==> src/rtl/leaf_port_arbiter.sv <==
`default_nettype none
// ============================================================================
//  Module      : leaf_port_arbiter
//  Description : Bidirectional leaf-port stream concentrator.
//                Merge path : NUM_PORTS ingress streams -> per-port ingress
//                             FIFO -> round-robin grant -> registered merged
//                             stream (mrg_*) tagged with its source port.
//                Split path : tagged stream from the core (spl_*) -> per-port
//                             first-word-fall-through egress FIFO -> out_*.
//                             Words tagged with a non-existent port are
//                             accepted, discarded and counted in drop_cnt.
//  Ports       : clk, resetn (async, active-low)
//                in_data/in_vld/in_ack      ingress streams (slice i = port i)
//                mrg_data/mrg_port/mrg_vld/mrg_ack   merged stream to core
//                spl_data/spl_port/spl_vld/spl_ack   tagged stream from core
//                out_data/out_vld/out_ack   egress streams (slice i = port i)
//                drop_cnt                   saturating count of dropped words
//  Revision    : 1.0 - initial release
// ============================================================================
module leaf_port_arbiter #(
    parameter int NUM_PORTS    = 5,
    parameter int PAYLOAD_BITS = 32,
    parameter int PORT_BITS    = 4,
    parameter int FIFO_DEPTH   = 4
) (
    input  logic                              clk,
    input  logic                              resetn,
    input  logic [NUM_PORTS*PAYLOAD_BITS-1:0] in_data,
    input  logic [NUM_PORTS-1:0]              in_vld,
    output logic [NUM_PORTS-1:0]              in_ack,
    output logic [PAYLOAD_BITS-1:0]           mrg_data,
    output logic [PORT_BITS-1:0]              mrg_port,
    output logic                              mrg_vld,
    input  logic                              mrg_ack,
    input  logic [PAYLOAD_BITS-1:0]           spl_data,
    input  logic [PORT_BITS-1:0]              spl_port,
    input  logic                              spl_vld,
    output logic                              spl_ack,
    output logic [NUM_PORTS*PAYLOAD_BITS-1:0] out_data,
    output logic [NUM_PORTS-1:0]              out_vld,
    input  logic [NUM_PORTS-1:0]              out_ack,
    output logic [15:0]                       drop_cnt
);

    localparam int                   c_PTR_W    = $clog2(FIFO_DEPTH);
    localparam int                   c_CNT_W    = $clog2(FIFO_DEPTH) + 1;
    localparam int                   c_TAG_SPAN = 1 << PORT_BITS;
    localparam logic [c_CNT_W-1:0]   c_FULL     = c_CNT_W'(FIFO_DEPTH);
    localparam logic [PORT_BITS-1:0] c_NUM_TAG  = PORT_BITS'(NUM_PORTS);
    localparam logic [PORT_BITS-1:0] c_LAST_TAG = PORT_BITS'(NUM_PORTS - 1);
    localparam logic [PORT_BITS:0]   c_NUM_EXT  = (PORT_BITS + 1)'(NUM_PORTS);

    // ------------------------------------------------------------------
    // Merge-path signals
    // ------------------------------------------------------------------
    logic [PAYLOAD_BITS-1:0] w_ing_head [NUM_PORTS];
    logic [NUM_PORTS-1:0]    w_ing_ne;
    logic [NUM_PORTS-1:0]    w_ing_pop;
    logic [c_TAG_SPAN-1:0]   w_ing_ne_pad;
    logic [PORT_BITS:0]      w_idx;
    logic                    w_grant_vld;
    logic [PORT_BITS-1:0]    w_grant;
    logic [PAYLOAD_BITS-1:0] w_grant_data;
    logic                    w_load;

    logic [PAYLOAD_BITS-1:0] r_mrg_data;
    logic [PORT_BITS-1:0]    r_mrg_port;
    logic                    r_mrg_vld;
    logic [PORT_BITS-1:0]    r_rr_ptr;     // first port searched next cycle

    // ------------------------------------------------------------------
    // Split-path signals
    // ------------------------------------------------------------------
    logic [NUM_PORTS-1:0]    w_eg_full;
    logic [c_TAG_SPAN-1:0]   w_eg_full_pad;
    logic                    w_port_ok;
    logic [15:0]             r_drop_cnt;

    // ------------------------------------------------------------------
    // Ingress FIFOs. in_ack comes from the registered count only, so a full
    // FIFO refuses a word even in the cycle its head is being popped.
    // ------------------------------------------------------------------
    for (genvar i = 0; i < NUM_PORTS; i++) begin : g_ingress
        logic [PAYLOAD_BITS-1:0] r_mem [FIFO_DEPTH];
        logic [c_PTR_W-1:0]      r_wr;
        logic [c_PTR_W-1:0]      r_rd;
        logic [c_CNT_W-1:0]      r_cnt;
        logic                    w_push;
        logic                    w_pop;

        assign in_ack[i]     = (r_cnt != c_FULL);
        assign w_ing_ne[i]   = (r_cnt != '0);
        assign w_ing_head[i] = r_mem[r_rd];
        assign w_push        = in_vld[i] & in_ack[i];
        assign w_pop         = w_ing_pop[i];

        always_ff @(posedge clk) begin
            if (w_push) begin
                r_mem[r_wr] <= in_data[i*PAYLOAD_BITS +: PAYLOAD_BITS];
            end
        end

        always_ff @(posedge clk or negedge resetn) begin
            if (!resetn) begin
                r_wr  <= '0;
                r_rd  <= '0;
                r_cnt <= '0;
            end else begin
                if (w_push) r_wr <= r_wr + c_PTR_W'(1);
                if (w_pop)  r_rd <= r_rd + c_PTR_W'(1);
                case ({w_push, w_pop})
                    2'b10:   r_cnt <= r_cnt + c_CNT_W'(1);
                    2'b01:   r_cnt <= r_cnt - c_CNT_W'(1);
                    default: r_cnt <= r_cnt;
                endcase
            end
        end
    end

    // Padded to the full tag space so a PORT_BITS-wide index is always legal.
    assign w_ing_ne_pad = {{(c_TAG_SPAN - NUM_PORTS){1'b0}}, w_ing_ne};

    // ------------------------------------------------------------------
    // Round-robin search starting at r_rr_ptr, wrapping modulo NUM_PORTS.
    // ------------------------------------------------------------------
    always_comb begin
        w_grant_vld = 1'b0;
        w_grant     = '0;
        w_idx       = '0;
        for (int k = 0; k < NUM_PORTS; k++) begin
            w_idx = {1'b0, r_rr_ptr} + (PORT_BITS + 1)'(k);
            if (w_idx >= c_NUM_EXT) begin
                w_idx = w_idx - c_NUM_EXT;
            end
            if (!w_grant_vld && w_ing_ne_pad[w_idx[PORT_BITS-1:0]]) begin
                w_grant_vld = 1'b1;
                w_grant     = w_idx[PORT_BITS-1:0];
            end
        end
    end

    // The output register reloads whenever it is empty or being drained.
    assign w_load = w_grant_vld & (~r_mrg_vld | mrg_ack);

    always_comb begin
        w_grant_data = '0;
        w_ing_pop    = '0;
        for (int p = 0; p < NUM_PORTS; p++) begin
            if (w_grant == PORT_BITS'(p)) begin
                w_grant_data = w_ing_head[p];
                w_ing_pop[p] = w_load;
            end
        end
    end

    always_ff @(posedge clk or negedge resetn) begin
        if (!resetn) begin
            r_mrg_vld  <= 1'b0;
            r_mrg_data <= '0;
            r_mrg_port <= '0;
            r_rr_ptr   <= '0;
        end else if (w_load) begin
            r_mrg_vld  <= 1'b1;
            r_mrg_data <= w_grant_data;
            r_mrg_port <= w_grant;
            r_rr_ptr   <= (w_grant == c_LAST_TAG) ? '0 : w_grant + PORT_BITS'(1);
        end else if (mrg_ack) begin
            r_mrg_vld  <= 1'b0;
        end
    end

    assign mrg_vld  = r_mrg_vld;
    assign mrg_data = r_mrg_data;
    assign mrg_port = r_mrg_port;

    // ------------------------------------------------------------------
    // Split path. Unknown ports are always acked so a bad tag can never
    // stall the core; those words are simply counted and discarded.
    // ------------------------------------------------------------------
    assign w_port_ok     = (spl_port < c_NUM_TAG);
    assign w_eg_full_pad = {{(c_TAG_SPAN - NUM_PORTS){1'b0}}, w_eg_full};
    assign spl_ack       = ~w_port_ok | ~w_eg_full_pad[spl_port];

    for (genvar i = 0; i < NUM_PORTS; i++) begin : g_egress
        logic [PAYLOAD_BITS-1:0] r_mem [FIFO_DEPTH];
        logic [c_PTR_W-1:0]      r_wr;
        logic [c_PTR_W-1:0]      r_rd;
        logic [c_CNT_W-1:0]      r_cnt;
        logic                    w_push;
        logic                    w_pop;

        assign w_eg_full[i] = (r_cnt == c_FULL);
        assign out_vld[i]   = (r_cnt != '0);
        assign out_data[i*PAYLOAD_BITS +: PAYLOAD_BITS] = r_mem[r_rd];
        assign w_push = spl_vld & w_port_ok & ~w_eg_full[i]
                      & (spl_port == PORT_BITS'(i));
        assign w_pop  = out_vld[i] & out_ack[i];

        always_ff @(posedge clk) begin
            if (w_push) begin
                r_mem[r_wr] <= spl_data;
            end
        end

        always_ff @(posedge clk or negedge resetn) begin
            if (!resetn) begin
                r_wr  <= '0;
                r_rd  <= '0;
                r_cnt <= '0;
            end else begin
                if (w_push) r_wr <= r_wr + c_PTR_W'(1);
                if (w_pop)  r_rd <= r_rd + c_PTR_W'(1);
                case ({w_push, w_pop})
                    2'b10:   r_cnt <= r_cnt + c_CNT_W'(1);
                    2'b01:   r_cnt <= r_cnt - c_CNT_W'(1);
                    default: r_cnt <= r_cnt;
                endcase
            end
        end
    end

    always_ff @(posedge clk or negedge resetn) begin
        if (!resetn) begin
            r_drop_cnt <= '0;
        end else if (spl_vld && !w_port_ok && (r_drop_cnt != 16'hFFFF)) begin
            r_drop_cnt <= r_drop_cnt + 16'd1;
        end
    end

    assign drop_cnt = r_drop_cnt;

endmodule
`default_nettype wire

==> config.mk <==
export PLATFORM = sky130hd
export DESIGN_NAME = leaf_port_arbiter
export DESIGN_NICKNAME = d
export VERILOG_FILES = /design/src/rtl/leaf_port_arbiter.sv
export SDC_FILE = /design/constraint.sdc
export NUM_CORES = 1
export LEC_CHECK = 0
export ABC_AREA = 1
export BUFFER_PORTS_ARGS = -buffer_cell sky130_fd_sc_hd__buf_2
export CAP_MARGIN = 20
export CORE_MARGIN = 5
export CORE_UTILIZATION = 45
export DETAILED_ROUTE_END_ITERATION = 10
export GPL_TIMING_DRIVEN = 0
export PLACE_DENSITY = 0.76
export SLEW_MARGIN = 40
export SYNTH_ARGS = -nofsm -noshare
export SYNTH_HDL_FRONTEND = slang
export SYNTH_SLANG_ARGS = --single-unit
==> constraint.sdc <==
create_clock -name clk -period 4.5 [get_ports clk]
set_input_delay 0.225 -clock clk [delete_from_list [all_inputs] [get_ports clk]]
set_output_delay 0.225 -clock clk [all_outputs]
set_load 0.005 [all_outputs]
==> impl_metrics.env <==
export IMPL_status="complete, no violations"
export IMPL_initial_core_util_pct=45.13
export IMPL_synth_area_um2=56450
export IMPL_area_delta_synth_final_pct=23.95
export IMPL_ant_nets=0
export IMPL_synth_ff_type="edfxtp_1"
export IMPL_route_detailed_drc=0
export IMPL_port_buffer_count=433
export IMPL_fmax_mhz=224.1
export IMPL_die_h_um=364.2
export IMPL_clkLatencyLatePin_ns=0.81
export IMPL_clk_pin_slew_worst_paths_ns=0.06
export IMPL_synth_avg_cell_area_um2=12.79
export IMPL_track_usage_pct=23.75
export IMPL_synth_edf_count=1280
export IMPL_numCtsBuffers=144
export IMPL_synth_distinct_cells=51
export IMPL_p_sw_mw=11.69
export IMPL_clkPwrFrac_pct=31.9
export IMPL_drv_cap=0
export IMPL_p_int_mw=25.76
export IMPL_htreeDepth=4
export IMPL_crit_top_cell="nand2_1"
export IMPL_clock_sinks=1407
export IMPL_finalHoldViolations=0
export IMPL_drive_gt1_share_pct=17.25
export IMPL_num_vias=39860
export IMPL_cellPowerDensity_nw_per_um2=535.3
export IMPL_worstPathRequired_ns=5.19
export IMPL_core_um2=125100
export IMPL_irDropWorstVdd_mv=0.4916
export IMPL_p_leak_nw=25.35
export IMPL_wl_per_cell_um=22.93
export IMPL_hold_class="in2reg"
export IMPL_relSlewSlack_pct=46.39
export IMPL_hold_ws_ns=0.08585
export IMPL_nNetsFinal=5589
export IMPL_vias_per_cell=5.615
export IMPL_grt_pass1_vias=38880
export IMPL_grt_max_degree=62
export IMPL_clockBufferDepth=3
export IMPL_fin_worst_skew_ns=0.06905
export IMPL_ys_ff_latch=1407
export IMPL_routed_wl_um=162700
export IMPL_worst_slew_pin_slew_ns=0.7980
export IMPL_final_max_slew_viol_count=0
export IMPL_path_class="reg2reg"
export IMPL_cts_root_buf="clkbuf_16"
export IMPL_synth_async_reset_ratio_pct=9.026
export IMPL_first_iter_violations=4989
export IMPL_p_sw_share_pct=31.21
export IMPL_antenna_found_initial=44
export IMPL_n_fill_cell=9507
export IMPL_grt_pass1_wl_um=237100
export IMPL_syn_num_nets=4704
export IMPL_cp_max_fo=9
export IMPL_setup_viol=0
export IMPL_cpPeakStageDelay_ns=0.40
export IMPL_period_needed_ns=4.463
export IMPL_first_pass_iters=6
export IMPL_ys_seq_area_share_pct=73.72
export IMPL_crit_arrival_ns=5.15
export IMPL_critPathSlowestCell="dfrtp_2"
export IMPL_pin_count=434
export IMPL_start_kind="flip-flop"
export IMPL_routabilityCongestion=0.8776
export IMPL_die_w_um=364.2
export IMPL_seqPwrFrac_pct=44.0
export IMPL_ys_warn_count=0
export IMPL_critPathCaptureType="flip-flop"
export IMPL_dpl_hpwl_um=111500
export IMPL_grt_ovfl_total=0
export IMPL_num_rows=130
export IMPL_die_area_um2=132600
export IMPL_postSynthCellCount=4415
export IMPL_total_power_mw=37.45
export IMPL_p_comb_share_pct=24.1
export IMPL_cts_tree="built"
export IMPL_fin_crit_sh_pct=99.17
-- cells in the mapped netlist (6+ instances only) --
cell type / instances / area, um^2
a21oi_1: 117 / 585.6
a32o_1: 60 / 600.6
buf_1: 23 / 86.33
buf_2: 13 / 65.06
buf_4: 6 / 45.04
clkbuf_1: 181 / 679.4
dfrtp_1: 127 / 3178
edfxtp_1: 1280 / 38440
fa_1: 10 / 200.2
ha_1: 69 / 863.3
inv_1: 252 / 945.9
inv_2: 14 / 52.55
nand2_1: 574 / 2155
nand2_2: 7 / 43.79
nand3_1: 49 / 245.2
nand3_2: 6 / 60.06
nand4_1: 16 / 100.1
nor2_1: 604 / 2267
nor3_1: 8 / 40.04
o21ai_0: 574 / 2873
o21ai_1: 43 / 215.2
o22ai_1: 260 / 1627
xnor2_1: 24 / 210.2
xor2_1: 44 / 385.4
-- layout make-up --
type                    instances  area [um^2]  area share, %
diodes                         34        85.08         0.1216
multi-input cells            2508        13480          19.27
inverters                     272         1047          1.497
clock buffers                 199         3921          5.604
flip-flops and latches       1407        41620          59.48
repair buffers                740         5959          8.517
well taps                    1650         2064          2.951
clock inverters                61        837.1          1.196
plain buffers                 227        953.4          1.363
-- power by group through the flow --
stage | Combinational [mW] | Clock (mW) | Sequential [mW]
after floorplan | 4.32 | 0 | 16.6
after global placement | 7.82 | 0 | 16.8
after detailed placement | 8.71 | 0 | 16.7
after CTS | 8.98 | 12.0 | 16.5
after global routing | 9.82 | 12.7 | 16.6
final | 9.04 | 11.9 | 16.5
-- path summary, 6_finish.rpt --
check	slack (ns)	startpoint	end	cells past startpoint
worst max-delay path	0.04	r_rr_ptr[0]	g_ingress[4].r_cnt[2]	30
worst min-delay path	0.09	spl_port[2]	g_egress[2].r_wr[1]	7
worst max register to register	0.04	r_rr_ptr[0]	g_ingress[4].r_cnt[2]	30
worst min register to register	0.48	g_egress[0].r_cnt[0]	g_egress[0].r_cnt[0]	1
max in group asynchronous	3.47	resetn	g_egress[3].r_cnt[0]	4
min in group asynchronous	0.59	resetn	g_ingress[0].r_rd[0]	4
-- layout by cell type, fill, tap and decap left out, drive strengths merged, types with 119 or more instances in the layout --
| master | instances |
|---|---|
| buf | 581 |
| dfrtp | 127 |
| o22ai | 260 |
| clkbuf | 382 |
| edfxtp | 1280 |
| nand2 | 584 |
| inv | 272 |
| a21oi | 119 |
| nor2 | 611 |
| dlygate4sd3 | 203 |
| o21ai | 618 |
-- flip-flops by register name, summed over array words and instances, names as in the netlist --
signal           count
drop_cnt            16
g_egress.r_cnt      15
g_egress.r_mem     640
g_egress.r_rd       10
g_egress.r_wr       10
g_ingress.r_cnt     15
g_ingress.r_mem    640
g_ingress.r_rd      10
g_ingress.r_wr      10
mrg_data            32
mrg_port             4
mrg_vld              1
r_rr_ptr             4
-- worst max-delay path, delay by kind of cell (launching register included) --
kind	cells	cell delay, ns
flops	1	0.40
buf+inv	9	0.81
compound gates	4	0.56
simple gates	12	1.42
fa+ha+maj	4	0.97
xor+xnor	1	0.19
-- timing repair --
| item | CTS | global route |
|---|---|---|
| setup endpoints to repair | 49 | 42 |
| resized for setup | 37 | 88 |
| pin swaps | 13 | 25 |
| gates cloned | 0 | 1 |
| hold buffers | 204 | 0 |
| hold endpoints to repair | 1421 | 0 |
| buffers inserted | 18 | 14 |
-- layer usage --
layer / part of all wire (%) / GRT usage [%]
met1: 39 / 31.58
met2: 46 / 37.28
met3: 11 / 6.468
met4: 4.2 / 9.806
met5: 0.090 / 0
-- through the flow --
stage	util (%)	setup TNS (ns)	area, um^2	cells	setup WS, ns
6_report	55.94	0	69970	7098	0.03739
5_1_grt	55.91	-2.739	69930	7084	-0.1591
4_1_cts	55.58	0	69520	7049	0.006353
3_5_place_dp	49.95	-22.18	62480	6568	-0.8695
3_3_place_gp	48.51	-19.15	60680	6498	-0.7843
2_1_floorplan	-	0	56450	4415	0.1343
-- kinds of logic after synthesis --
group | synth area share, %
AND/OR/NAND/NOR | 9.211
flip-flops | 73.72
XOR/XNOR | 1.084
buffers and inverters | 3.469
adder cells (fa/ha/maj) | 1.884
AO/OA/AOI/OAI | 10.63
(Power assumes the default switching activity.)
